`config.mk`:
```
export PLATFORM = sky130hd
export DESIGN_NAME = bram_read_arbiter_flat
export DESIGN_NICKNAME = d
export VERILOG_FILES = /design/src/rtl/bram_read_arbiter_pkg.sv /design/src/rtl/bram_read_arbiter_if.sv /design/src/rtl/bram_read_arbiter_rr_picker.sv /design/src/rtl/bram_read_arbiter.sv /design/src/flat_wrapper.sv
export SDC_FILE = /design/constraint.sdc
export NUM_CORES = 1
export LEC_CHECK = 0
export ABC_AREA = 0
export BUFFER_PORTS_ARGS = -buffer_cell sky130_fd_sc_hd__buf_2
export CORE_UTILIZATION = 49
export CTS_CLUSTER_DIAMETER = 80
export DETAILED_ROUTE_END_ITERATION = 10
export MAX_ROUTING_LAYER = met4
export PLACE_DENSITY = 0.76
export SLEW_MARGIN = 40
export SYNTH_ARGS = -nofsm -noshare
export SYNTH_HDL_FRONTEND = slang
export SYNTH_SLANG_ARGS = --single-unit
export TNS_END_PERCENT = 20
```
`constraint.sdc`:
```
create_clock -name clk -period 7.2 [get_ports clk]
set_clock_uncertainty 0.15 [all_clocks]
set_input_delay 1.8 -clock clk [delete_from_list [all_inputs] [get_ports clk]]
set_output_delay 1.8 -clock clk [all_outputs]
set_load 0.02 [all_outputs]
```
`src/rtl/bram_read_arbiter_pkg.sv`:
```
// Shared definitions for the parameter-BRAM read arbiter and its loaders.
//   - arb_state_t     : arbiter FSM state encoding
//   - DEFAULT_RD_LAT  : BRAM read latency (address registered -> dout valid)
//   - L1_BIAS_BASE    : BRAM region base used by the layer-1 bias loader
//   - rr_wrap()       : modulo helper for round-robin index arithmetic
package bram_read_arbiter_pkg;

  typedef enum logic [1:0] {
    ST_IDLE  = 2'd0,
    ST_ISSUE = 2'd1,
    ST_DRAIN = 2'd2,
    ST_DONE  = 2'd3
  } arb_state_t;

  localparam int DEFAULT_RD_LAT = 2;

  localparam logic [17:0] L1_BIAS_BASE = 18'd147520;

  // Wraps an index that is known to be below 2*n back into 0..n-1 without
  // a general divider.
  function automatic int rr_wrap(input int idx, input int n);
    return (idx >= n) ? (idx - n) : idx;
  endfunction

endpackage

```
`src/rtl/bram_read_arbiter_if.sv`:
```
// Bus bundle between the loader clients, the arbiter and the BRAM read port.
//   Client side : req, req_base, req_len -> arbiter; grant, done, rd_* <- arbiter
//   BRAM side   : bram_en, bram_ren, bram_addr -> BRAM; bram_dout <- BRAM
// Modports:
//   master : the arbiter
//   slave  : the clients plus the BRAM instance (or a testbench standing in)
interface bram_read_arbiter_if #(
  parameter int N_REQ      = 4,
  parameter int W          = 8,
  parameter int ADDR_WIDTH = 18,
  parameter int LEN_WIDTH  = 18
);

  logic [N_REQ-1:0]            req;
  logic [N_REQ*ADDR_WIDTH-1:0] req_base;
  logic [N_REQ*LEN_WIDTH-1:0]  req_len;
  logic [N_REQ-1:0]            grant;
  logic [N_REQ-1:0]            done;
  logic                        rd_valid;
  logic [W-1:0]                rd_data;
  logic [LEN_WIDTH-1:0]        rd_idx;
  logic                        rd_last;
  logic                        bram_en;
  logic                        bram_ren;
  logic [ADDR_WIDTH-1:0]       bram_addr;
  logic [W-1:0]                bram_dout;

  modport master (
    input  req, req_base, req_len, bram_dout,
    output grant, done, rd_valid, rd_data, rd_idx, rd_last,
           bram_en, bram_ren, bram_addr
  );

  modport slave (
    output req, req_base, req_len, bram_dout,
    input  grant, done, rd_valid, rd_data, rd_idx, rd_last,
           bram_en, bram_ren, bram_addr
  );

endinterface

```
`src/rtl/bram_read_arbiter_rr_picker.sv`:
```
// rr_picker: combinational round-robin winner selection.
// Ports:
//   req        in  N_REQ  request vector
//   last_grant in  IDX_W  index of the most recently granted client
//   win_oh     out N_REQ  one-hot winner (all zero when nobody requests)
//   win_idx    out IDX_W  index of the winner
//   win_valid  out 1      at least one request present
module rr_picker
  import bram_read_arbiter_pkg::*;
#(
  parameter  int N_REQ = 4,
  localparam int IDX_W = $clog2(N_REQ)
) (
  input  logic [N_REQ-1:0] req,
  input  logic [IDX_W-1:0] last_grant,
  output logic [N_REQ-1:0] win_oh,
  output logic [IDX_W-1:0] win_idx,
  output logic             win_valid
);

  int cand;

  // Scan starts just after the last winner and wraps, so the previous
  // winner is visited last and therefore has the lowest priority.
  always_comb begin
    win_oh    = '0;
    win_idx   = '0;
    win_valid = 1'b0;
    cand      = 0;
    for (int off = 1; off <= N_REQ; off++) begin
      cand = rr_wrap(int'(last_grant) + off, N_REQ);
      if (!win_valid && req[IDX_W'(cand)]) begin
        win_valid              = 1'b1;
        win_oh[IDX_W'(cand)]   = 1'b1;
        win_idx                = IDX_W'(cand);
      end
    end
  end

endmodule

```
`src/rtl/bram_read_arbiter.sv`:
```
// bram_read_arbiter: round-robin arbiter and burst sequencer in front of the
// single read-only parameter BRAM. One client at a time gets a burst of
// consecutive addresses; returned words are streamed back with valid, index
// and last markers, followed by a one-cycle done pulse to that client.
// Ports:
//   clk    in  system clock, rising edge
//   rst_n  in  asynchronous active-low reset
//   bus    master modport of bram_read_arbiter_if
//            req/req_base/req_len : per-client burst requests
//            grant/done           : one-hot grant, one-cycle done pulse
//            rd_valid/rd_data/rd_idx/rd_last : returned word stream
//            bram_en/bram_ren/bram_addr/bram_dout : BRAM read port
module bram_read_arbiter
  import bram_read_arbiter_pkg::*;
#(
  parameter int N_REQ      = 4,
  parameter int W          = 8,
  parameter int ADDR_WIDTH = 18,
  parameter int LEN_WIDTH  = 18,
  parameter int RD_LAT     = DEFAULT_RD_LAT
) (
  input  logic                clk,
  input  logic                rst_n,
  bram_read_arbiter_if.master bus
);

  localparam int IDX_W   = $clog2(N_REQ);
  localparam int DRAIN_W = $clog2(RD_LAT) + 1;

  arb_state_t            state_q, state_d;
  logic [N_REQ-1:0]      grant_oh_q, grant_oh_d;
  logic [IDX_W-1:0]      last_grant_q, last_grant_d;
  logic [ADDR_WIDTH-1:0] base_q, base_d;
  logic [LEN_WIDTH-1:0]  len_q, len_d;
  logic [LEN_WIDTH-1:0]  cnt_q, cnt_d;
  logic [DRAIN_W-1:0]    drain_q, drain_d;

  logic [RD_LAT-1:0]     vld_pipe_q, vld_pipe_d;
  logic [RD_LAT-1:0]     last_pipe_q, last_pipe_d;
  logic [LEN_WIDTH-1:0]  idx_pipe_q [RD_LAT];
  logic [LEN_WIDTH-1:0]  idx_pipe_d [RD_LAT];

  logic [N_REQ-1:0]      pick_oh;
  logic [IDX_W-1:0]      pick_idx;
  logic                  pick_valid;
  logic                  issue_fire;
  logic                  issue_last;

  rr_picker #(.N_REQ(N_REQ)) u_rr_picker (
    .req        (bus.req),
    .last_grant (last_grant_q),
    .win_oh     (pick_oh),
    .win_idx    (pick_idx),
    .win_valid  (pick_valid)
  );

  // A zero-length burst still spends one cycle in ISSUE so the client sees
  // grant for a cycle, but no address is issued there.
  assign issue_fire = (state_q == ST_ISSUE) && (len_q != '0);
  assign issue_last = (cnt_q == len_q - 1'b1);

  always_comb begin
    state_d      = state_q;
    grant_oh_d   = grant_oh_q;
    last_grant_d = last_grant_q;
    base_d       = base_q;
    len_d        = len_q;
    cnt_d        = cnt_q;
    drain_d      = drain_q;
    case (state_q)
      ST_IDLE: begin
        if (pick_valid) begin
          grant_oh_d   = pick_oh;
          last_grant_d = pick_idx;
          base_d       = bus.req_base[pick_idx*ADDR_WIDTH +: ADDR_WIDTH];
          len_d        = bus.req_len[pick_idx*LEN_WIDTH +: LEN_WIDTH];
          cnt_d        = '0;
          state_d      = ST_ISSUE;
        end
      end
      ST_ISSUE: begin
        if (len_q == '0) begin
          state_d = ST_DONE;
        end else begin
          cnt_d = cnt_q + 1'b1;
          if (issue_last) begin
            state_d = ST_DRAIN;
            drain_d = '0;
          end
        end
      end
      ST_DRAIN: begin
        // Wait out the BRAM latency so the final word lands before DONE.
        if (drain_q == DRAIN_W'(RD_LAT - 1)) begin
          state_d = ST_DONE;
        end else begin
          drain_d = drain_q + 1'b1;
        end
      end
      ST_DONE: begin
        state_d    = ST_IDLE;
        grant_oh_d = '0;
      end
      default: begin
        state_d = ST_IDLE;
      end
    endcase
  end

  // Return-path markers travel alongside the issued address so they line
  // up with bram_dout RD_LAT cycles later. Idle stages carry zeros so that
  // rd_idx/rd_last read 0 whenever rd_valid is low.
  always_comb begin
    vld_pipe_d[0]  = issue_fire;
    last_pipe_d[0] = issue_fire && issue_last;
    idx_pipe_d[0]  = issue_fire ? cnt_q : '0;
    for (int i = 1; i < RD_LAT; i++) begin
      vld_pipe_d[i]  = vld_pipe_q[i-1];
      last_pipe_d[i] = last_pipe_q[i-1];
      idx_pipe_d[i]  = idx_pipe_q[i-1];
    end
  end

  // A mid-burst reset abandons the burst outright; the pipeline is cleared
  // so no stale word or done can follow.
  always_ff @(posedge clk or negedge rst_n) begin
    if (!rst_n) begin
      state_q      <= ST_IDLE;
      grant_oh_q   <= '0;
      last_grant_q <= IDX_W'(N_REQ - 1);
      base_q       <= '0;
      len_q        <= '0;
      cnt_q        <= '0;
      drain_q      <= '0;
      vld_pipe_q   <= '0;
      last_pipe_q  <= '0;
      for (int i = 0; i < RD_LAT; i++) begin
        idx_pipe_q[i] <= '0;
      end
    end else begin
      state_q      <= state_d;
      grant_oh_q   <= grant_oh_d;
      last_grant_q <= last_grant_d;
      base_q       <= base_d;
      len_q        <= len_d;
      cnt_q        <= cnt_d;
      drain_q      <= drain_d;
      vld_pipe_q   <= vld_pipe_d;
      last_pipe_q  <= last_pipe_d;
      for (int i = 0; i < RD_LAT; i++) begin
        idx_pipe_q[i] <= idx_pipe_d[i];
      end
    end
  end

  // Outputs decode straight from reset flops, so they all drop to 0 the
  // moment rst_n falls.
  assign bus.grant     = ((state_q == ST_ISSUE) || (state_q == ST_DRAIN)) ? grant_oh_q : '0;
  assign bus.done      = (state_q == ST_DONE) ? grant_oh_q : '0;
  assign bus.bram_en   = issue_fire || (state_q == ST_DRAIN);
  assign bus.bram_ren  = issue_fire;
  assign bus.bram_addr = issue_fire ? (base_q + ADDR_WIDTH'(cnt_q)) : '0;
  assign bus.rd_valid  = vld_pipe_q[RD_LAT-1];
  assign bus.rd_last   = last_pipe_q[RD_LAT-1];
  assign bus.rd_idx    = idx_pipe_q[RD_LAT-1];
  assign bus.rd_data   = vld_pipe_q[RD_LAT-1] ? bus.bram_dout : '0;

endmodule

```
`src/flat_wrapper.sv`:
```
// flat-port wrapper written by rule: the top's interface ports become plain ports
module bram_read_arbiter_flat import bram_read_arbiter_pkg::*;
#(
  parameter int N_REQ      = 4,
  parameter int W          = 8,
  parameter int ADDR_WIDTH = 18,
  parameter int LEN_WIDTH  = 18,
  parameter int RD_LAT     = DEFAULT_RD_LAT
)
  (clk, rst_n, bus_req, bus_req_base, bus_req_len, bus_bram_dout, bus_grant, bus_done, bus_rd_valid, bus_rd_data, bus_rd_idx, bus_rd_last, bus_bram_en, bus_bram_ren, bus_bram_addr);
  bram_read_arbiter_if #(.N_REQ(N_REQ), .W(W), .ADDR_WIDTH(ADDR_WIDTH), .LEN_WIDTH(LEN_WIDTH)) bus_i ();
  input  logic clk;
  input  logic rst_n;
  input wire logic [$bits(bus_i.req)-1:0] bus_req;
  input wire logic [$bits(bus_i.req_base)-1:0] bus_req_base;
  input wire logic [$bits(bus_i.req_len)-1:0] bus_req_len;
  input wire logic [$bits(bus_i.bram_dout)-1:0] bus_bram_dout;
  output wire logic [$bits(bus_i.grant)-1:0] bus_grant;
  output wire logic [$bits(bus_i.done)-1:0] bus_done;
  output wire logic [$bits(bus_i.rd_valid)-1:0] bus_rd_valid;
  output wire logic [$bits(bus_i.rd_data)-1:0] bus_rd_data;
  output wire logic [$bits(bus_i.rd_idx)-1:0] bus_rd_idx;
  output wire logic [$bits(bus_i.rd_last)-1:0] bus_rd_last;
  output wire logic [$bits(bus_i.bram_en)-1:0] bus_bram_en;
  output wire logic [$bits(bus_i.bram_ren)-1:0] bus_bram_ren;
  output wire logic [$bits(bus_i.bram_addr)-1:0] bus_bram_addr;
  assign bus_i.req = bus_req;
  assign bus_i.req_base = bus_req_base;
  assign bus_i.req_len = bus_req_len;
  assign bus_i.bram_dout = bus_bram_dout;
  assign bus_grant = bus_i.grant;
  assign bus_done = bus_i.done;
  assign bus_rd_valid = bus_i.rd_valid;
  assign bus_rd_data = bus_i.rd_data;
  assign bus_rd_idx = bus_i.rd_idx;
  assign bus_rd_last = bus_i.rd_last;
  assign bus_bram_en = bus_i.bram_en;
  assign bus_bram_ren = bus_i.bram_ren;
  assign bus_bram_addr = bus_i.bram_addr;
  bram_read_arbiter #(.N_REQ(N_REQ), .W(W), .ADDR_WIDTH(ADDR_WIDTH), .LEN_WIDTH(LEN_WIDTH), .RD_LAT(RD_LAT)) u_core (.clk(clk), .rst_n(rst_n), .bus(bus_i));
endmodule
```
==> flow_metrics.env, run 1 <==
export IMPL_relSlewSlack=0.463
export IMPL_gr_total_overflow=0
export IMPL_place_inst=1154
export IMPL_pin_count=214
export IMPL_grt_pass1_vias=6735
export IMPL_ys_ff_latch=104
export IMPL_critPathMaxFanout=24
export IMPL_fin_crit_sh=0.793
export IMPL_holdPathEnd="u_core.bus.rd_idx[10]$_DFF_PN0_"
export IMPL_drv_slew=0
export IMPL_hold_path_depth=0
export IMPL_synthArstFlopShare=1.00
export IMPL_clock_root_buffer="clkbuf_16"
export IMPL_place_ws_ns=1.95
export IMPL_crit_required_ns=5.25
export IMPL_clock_latency_ns=0.36
export IMPL_avgRoutedWirePerCell_um=18.5
export IMPL_hpwl_um=16000
export IMPL_critPathLaunchType="register"
export IMPL_grt_setup_unrepaired="no"
export IMPL_setup_viol=0
export IMPL_io_buffers=213
export IMPL_worst_slew_pin_slew_ns=0.806
export IMPL_area_growth_pct=21.0
export IMPL_cpMostUsedCell="inv_1"
export IMPL_cts_clk_slew_worst_paths_ns=0.07
export IMPL_fmax_mhz=175
export IMPL_ant_nets=0
export IMPL_finalHoldViolCount=0
export IMPL_synthesis_nets=990
export IMPL_tns_ns=0
export IMPL_core_sq_um=14100
export IMPL_dieArea_sq_um=15100
export IMPL_p_per_area_nw_per_um2=426
export IMPL_cp_end_kind="primary output"
export IMPL_use_met2=0.472
export IMPL_drv_cap=0
export IMPL_use_met3=0.0521
export IMPL_finalNonFillerCells=1170
export IMPL_post_route_min_period_ns=5.71
export IMPL_drt_iter0_markers=634
export IMPL_r2r_cells=8
export IMPL_holdWs_ns=0.199
export IMPL_htree_levels=3
export IMPL_grt_pass1_wl_um=34000
export IMPL_cts_hold_buf=0
export IMPL_synth_edf_count=0
export IMPL_fin_ws_ns=1.49
export IMPL_grt_total_usage=0.301
export IMPL_crit_chain="inv_1, ha_1, or4b_2, nor4_1, nand3_1, nand2_1, buf_4, inv_1, and2_1, buf_2"
export IMPL_hp_class="register to register"
export IMPL_critPathSlowestCell="nand3_1"
export IMPL_start_util=0.509
export IMPL_busiest_layer="met2"
export IMPL_post_cts_buffers=0
export IMPL_cp_arrival_ns=3.76
export IMPL_ys_seq_area_frac=0.363
export IMPL_critical_path_buf_inv_count=4
export IMPL_leakage_uw=0.00410
export IMPL_cts_resized=0
export IMPL_crit_path_max_incr_delay_ns=0.62
export IMPL_vias=7142
export IMPL_drtPass1Iterations=5
export IMPL_worstReg2RegEnd="u_core.base_q[0]$_DFFE_PN0P_"
export IMPL_status="finished clean"
export IMPL_cts_path_max_buffers=2
export IMPL_critical_path_top_delay_family="simple AND/OR/NAND/NOR gates"
export IMPL_cts_tree="done"
export IMPL_ys_warn_count=0
export IMPL_global_route_usage_met1=0.404
export IMPL_die_y_um=123
export IMPL_drive_gt1_frac=0.270
export IMPL_vdd_drop_max_mv=0.237
export IMPL_num_rows=43
export IMPL_grt_max_degree=60
export IMPL_num_antenna_cells=0
export IMPL_gp_congestion=0.871
export IMPL_r2r_start="u_core.last_grant_q[0]$_DFFE_PN1P_"
export IMPL_drc=0
export IMPL_post_drt_via_cell_ratio=6.10
export IMPL_syn_area_per_cell_sq_um=8.99
export IMPL_synth_cell_type_count=61
export IMPL_die_w_um=123
export IMPL_min_from="u_core.idx_pipe_d[10]$_DFF_PN0_"
export IMPL_r2r_setup_slack_ns=2.33
export IMPL_synth_main_ff_cell="dfrtp_1"
export IMPL_nets=1177
export IMPL_path_class="register to primary output"
export IMPL_synth_area_sq_um=7170
export IMPL_clock_sinks=104
export IMPL_numCtsBuffers=9
export IMPL_totalWireLength_um=21600
export IMPL_antenna_found_initial=0
export IMPL_syn_inst=798
synthesized netlist by cell type, types with 3 or more instances:
cell,count,share of area
nand4_1,4,0.0035
nand2_1,37,0.019
a21oi_1,56,0.039
buf_1,3,0.0016
or3_1,11,0.0096
and2_1,21,0.018
mux4_2,3,0.0094
buf_2,5,0.0035
a31o_2,3,0.0037
nor2b_1,4,0.0035
ha_1,33,0.058
or2_2,3,0.0026
a31oi_1,6,0.0052
or4_1,4,0.0042
a22o_1,5,0.0061
mux2i_1,41,0.057
o21bai_1,3,0.0031
nand3_1,18,0.013
a21o_1,4,0.0042
and3_1,21,0.018
dfrtp_1,102,0.36
a22oi_1,74,0.077
o22ai_1,35,0.031
a221oi_1,6,0.0073
nor2_1,59,0.031
xnor2_1,31,0.038
clkbuf_1,39,0.020
o21ai_0,63,0.044
nor3_1,13,0.0091
nor4_1,8,0.0070
xor2_1,17,0.021
inv_1,19,0.0099
nand2b_1,4,0.0035
o21a_1,3,0.0031
a211o_1,3,0.0037
registers in the layout, summed over array words and instances (netlist names):
name and cells:
u_core.base_q 18, u_core.bus.rd_idx 18, u_core.cnt_q 18, u_core.drain_q 2, u_core.grant_oh_q 4, u_core.idx_pipe_d 18, u_core.last_grant_q 2, u_core.last_pipe_q 2
u_core.len_q 18, u_core.state_q 2, u_core.vld_pipe_q 2
cell families after synthesis:
family	count (synthesis)	synth area share
muxes	46	0.0703
buffers and inverters	66	0.0354
AOI/OAI and AO/OA	284	0.258
adders and majority gates	34	0.0603
and+or+nand+nor	216	0.154
xor gates and xnor gates	48	0.0586
DFF	104	0.363
placed cells by master, fill, tap and decap left out, drive strengths merged, types with 3 or more instances in the layout:
cell type and n:
nand2 37, or4 6, o21ai 63, o21a 3
nor2 59, clkbuf 9, a211oi 3, nor4 8
nor2b 4, or2 3, mux2i 41, a21oi 56
or3 12, nand4 4, o21bai 3, a22oi 74
dfrtp 102, and2 21, o31ai 3, buf 223
inv 23, ha 33, a22o 5, nor3 13
o22ai 35, xnor2 31, mux4 3, a21o 4
a31o 3, a221oi 6, and3 21, nand3 18
xor2 17, nand2b 4, a211o 3, a31oi 6
power by group:
| group | switching [uW] | leakage [uW] | internal (uW) |
|---|---|---|---|
| clock | 242 | 0.000142 | 244 |
| sequential | 210 | 0.00133 | 740 |
| combinational | 1380 | 0.00263 | 891 |
final cells by class:
class                   count  area, sq um
flip-flops and latches    104         2610
clock inverters             7         70.1
multi-input cells         628         4340
fillers                  1254         5410
inverters                  19         71.3
clock buffers               9          225
well taps                 180          225
repair buffers            223         1140
routing by layer:
layer | up-vias | share of wire
li1 | 3389 | -
met3 | 35 | 0.072
met2 | 340 | 0.47
met4 | 0 | 0.018
met5 | - | 0
met1 | 3378 | 0.44
per-stage QoR:
| step | area, sq um | utilization | total power, uW |
|---|---|---|---|
| after floorplan | 7170 | - | 2570 |
| after global placement | 8380 | 0.595 | 3140 |
| after detailed placement | 8390 | 0.595 | 3180 |
| after CTS | 8680 | 0.616 | 3670 |
| after global routing | 8680 | 0.616 | 3980 |
| final | 8680 | 0.616 | 3700 |
how the worst max path moves through the flow:
stage / start / end / slack, ns / cells after the start
after detailed placement: u_core.len_q[0]$_DFFE_PN0P_ / bus_bram_addr[12] / 1.95 / 10
after CTS: u_core.len_q[0]$_DFFE_PN0P_ / bus_bram_addr[12] / 1.55 / 10
after floorplan: u_core.cnt_q[0]$_DFFE_PN0P_ / bus_bram_addr[16] / 2.54 / 10
after global routing: u_core.len_q[0]$_DFFE_PN0P_ / bus_bram_addr[12] / 1.21 / 10
final: u_core.len_q[0]$_DFFE_PN0P_ / bus_bram_addr[12] / 1.49 / 10
after global placement: u_core.len_q[0]$_DFFE_PN0P_ / bus_bram_addr[16] / 2.05 / 10
No activity file was read; power rests on OpenSTA's default activity.
==> run 2: changes to the inputs <==
==> constraint.sdc (replaced) <==
create_clock -name clk -period 5.3 [get_ports clk]
set_clock_uncertainty 0.15 [all_clocks]
set_input_delay 1.325 -clock clk [delete_from_list [all_inputs] [get_ports clk]]
set_output_delay 1.325 -clock clk [all_outputs]
set_load 0.02 [all_outputs]
==> run 2 against run 1 <==
Worst hold slack hardly changed. First-iteration DRC count is 1.6% higher. Setup slack worse by 1.0 ns.
==> flow_metrics.env, run 2 (same netlist as run 1, synthesis figures left out) <==
export IMPL_status="finished clean"
export IMPL_cp_arrival_ns=3.38
export IMPL_seqPwrFrac=0.255
export IMPL_utilization=0.619
export IMPL_min_from="u_core.idx_pipe_d[4]$_DFF_PN0_"
export IMPL_htree_levels=3
export IMPL_clock_sinks=104
export IMPL_tns_ns=0
export IMPL_hpwl_um=15600
export IMPL_clock_root_buffer="clkbuf_16"
export IMPL_cts_hold_buf=0
export IMPL_final_common_cell="buf_2"
export IMPL_area_growth_pct=21.6
export IMPL_placed_area_sq_um=8420
export IMPL_path_class="register to primary output"
export IMPL_worstSetupStartpoint="u_core.cnt_q[0]$_DFFE_PN0P_"
export IMPL_die_y_um=123
export IMPL_fmax_mhz=206
export IMPL_cts_resized=0
export IMPL_die_w_um=123
export IMPL_num_rows=43
export IMPL_hp_class="register to register"
export IMPL_antenna_found_initial=0
export IMPL_p_per_area_nw_per_um2=578
export IMPL_vdd_drop_max_mv=0.341
export IMPL_nets=1181
export IMPL_grt_pass1_vias=6408
export IMPL_design_area_sq_um=8720
export IMPL_swShare=0.488
export IMPL_post_drt_via_cell_ratio=6.09
export IMPL_core_sq_um=14100
export IMPL_leakage_uw=0.00413
export IMPL_drt_iter0_markers=644
export IMPL_cts_tree="done"
export IMPL_grt_pass1_wl_um=32300
export IMPL_totalWireLength_um=20500
export IMPL_clock_latency_ns=0.35
export IMPL_switchingPower_uw=2460
export IMPL_post_cts_buffers=0
export IMPL_crit_required_ns=3.83
export IMPL_critPathLaunchType="register"
export IMPL_io_buffers=213
export IMPL_avgRoutedWirePerCell_um=17.5
export IMPL_numCtsBuffers=9
export IMPL_num_antenna_cells=0
export IMPL_dieArea_sq_um=15100
export IMPL_relSlewSlack=0.525
export IMPL_gp_congestion=0.937
export IMPL_worst_slew_pin_slew_ns=0.711
export IMPL_fin_crit_sh=0.917
export IMPL_critPathMaxFanout=7
export IMPL_grt_setup_unrepaired="no"
export IMPL_drtPass1Iterations=5
export IMPL_drv_slew=0
export IMPL_drv_cap=0
export IMPL_cp_end_kind="primary output"
export IMPL_drive_gt1_frac=0.272
export IMPL_pwr_share_clk=0.132
export IMPL_cts_path_max_buffers=2
export IMPL_cts_clk_slew_worst_paths_ns=0.07
export IMPL_intPower_uw=2580
export IMPL_post_route_min_period_ns=4.86
export IMPL_r2r_start="u_core.last_grant_q[0]$_DFFE_PN1P_"
export IMPL_layout_common_cells="212 x buf_2, 102 x dfrtp_1, 74 x a22oi_1, 63 x o21ai_0"
export IMPL_pin_count=214
export IMPL_ant_nets=0
export IMPL_finalHoldViolCount=0
export IMPL_gr_total_overflow=0
export IMPL_drc=0
export IMPL_grt_max_degree=77
export IMPL_vias=7149
export IMPL_grt_total_usage=0.283
export IMPL_p_comb_frac=0.612
export IMPL_setup_viol=0
export IMPL_start_util=0.509
run 2: changes by cell type in the layout (fill, tap and decap cells not counted), sizes merged:
| cell | change |
|---|---|
| clkbuf | +1 |
| inv | -1 |
| clkinvlp | +1 |
| clkinv | -1 |
| buf | +4 |
run 2: worst paths after layout:
path	cells past startpoint	slack (ns)	to
worst max-delay path	11	0.44	bus_bram_addr[16]
worst min-delay path	0	0.20	u_core.bus.rd_idx[4]$_DFF_PN0_
worst max register to register	9	1.26	u_core.base_q[1]$_DFFE_PN0P_
worst min register to register	0	0.20	u_core.bus.rd_idx[4]$_DFF_PN0_
max in group asynchronous	2	3.31	u_core.base_q[13]$_DFFE_PN0P_
min in group asynchronous	1	0.85	u_core.last_pipe_q[1]$_DFF_PN0_
run 2: layer usage:
metal  GRT usage  vias up  share of wire
met1       0.375     3396           0.44
met5           -        -              0
met4       0.102        0          0.025
li1            -     3395              -
met2       0.436      323           0.46
met3      0.0484       35          0.079
run 2: power groups by stage:
stage / combinational (uW) / clock [uW] / sequential [uW]
after floorplan: 2330 / 0 / 1160
after global placement: 3030 / 0 / 1290
after detailed placement: 3060 / 0 / 1290
after CTS: 3070 / 672 / 1280
after global routing: 3400 / 706 / 1320
final: 3090 / 666 / 1290
run 2: cell type report:
type	count	area (sq um)
clock inverters	6	62.6
flip-flops and latches	104	2610
multi-input cells	628	4340
well taps	180	225
inverters	19	71.3
repair buffers	227	1180
fillers	1258	5370
clock buffers	10	239
run 2: worst max-delay path: stages (launching register included):
cell      delay, ns
dfrtp_1        0.46
ha_1           0.27
fa_1           0.42
a21oi_1        0.19
o211ai_1       0.15
o41ai_1        0.54
o21a_1         0.24
o21ai_0        0.12
a31oi_1        0.24
xnor2_1        0.13
and2_1         0.13
buf_2          0.15
run 2: through the flow:
step	hold slack [ns]	setup WS, ns	total power [uW]	cells
after floorplan	0.181	1.12	3500	798
after global placement	0.181	0.855	4320	1158
after detailed placement	0.185	0.809	4360	1158
after CTS	0.201	0.416	5020	1174
after global routing	0.206	0.179	5430	1174
final	0.199	0.440	5040	1174
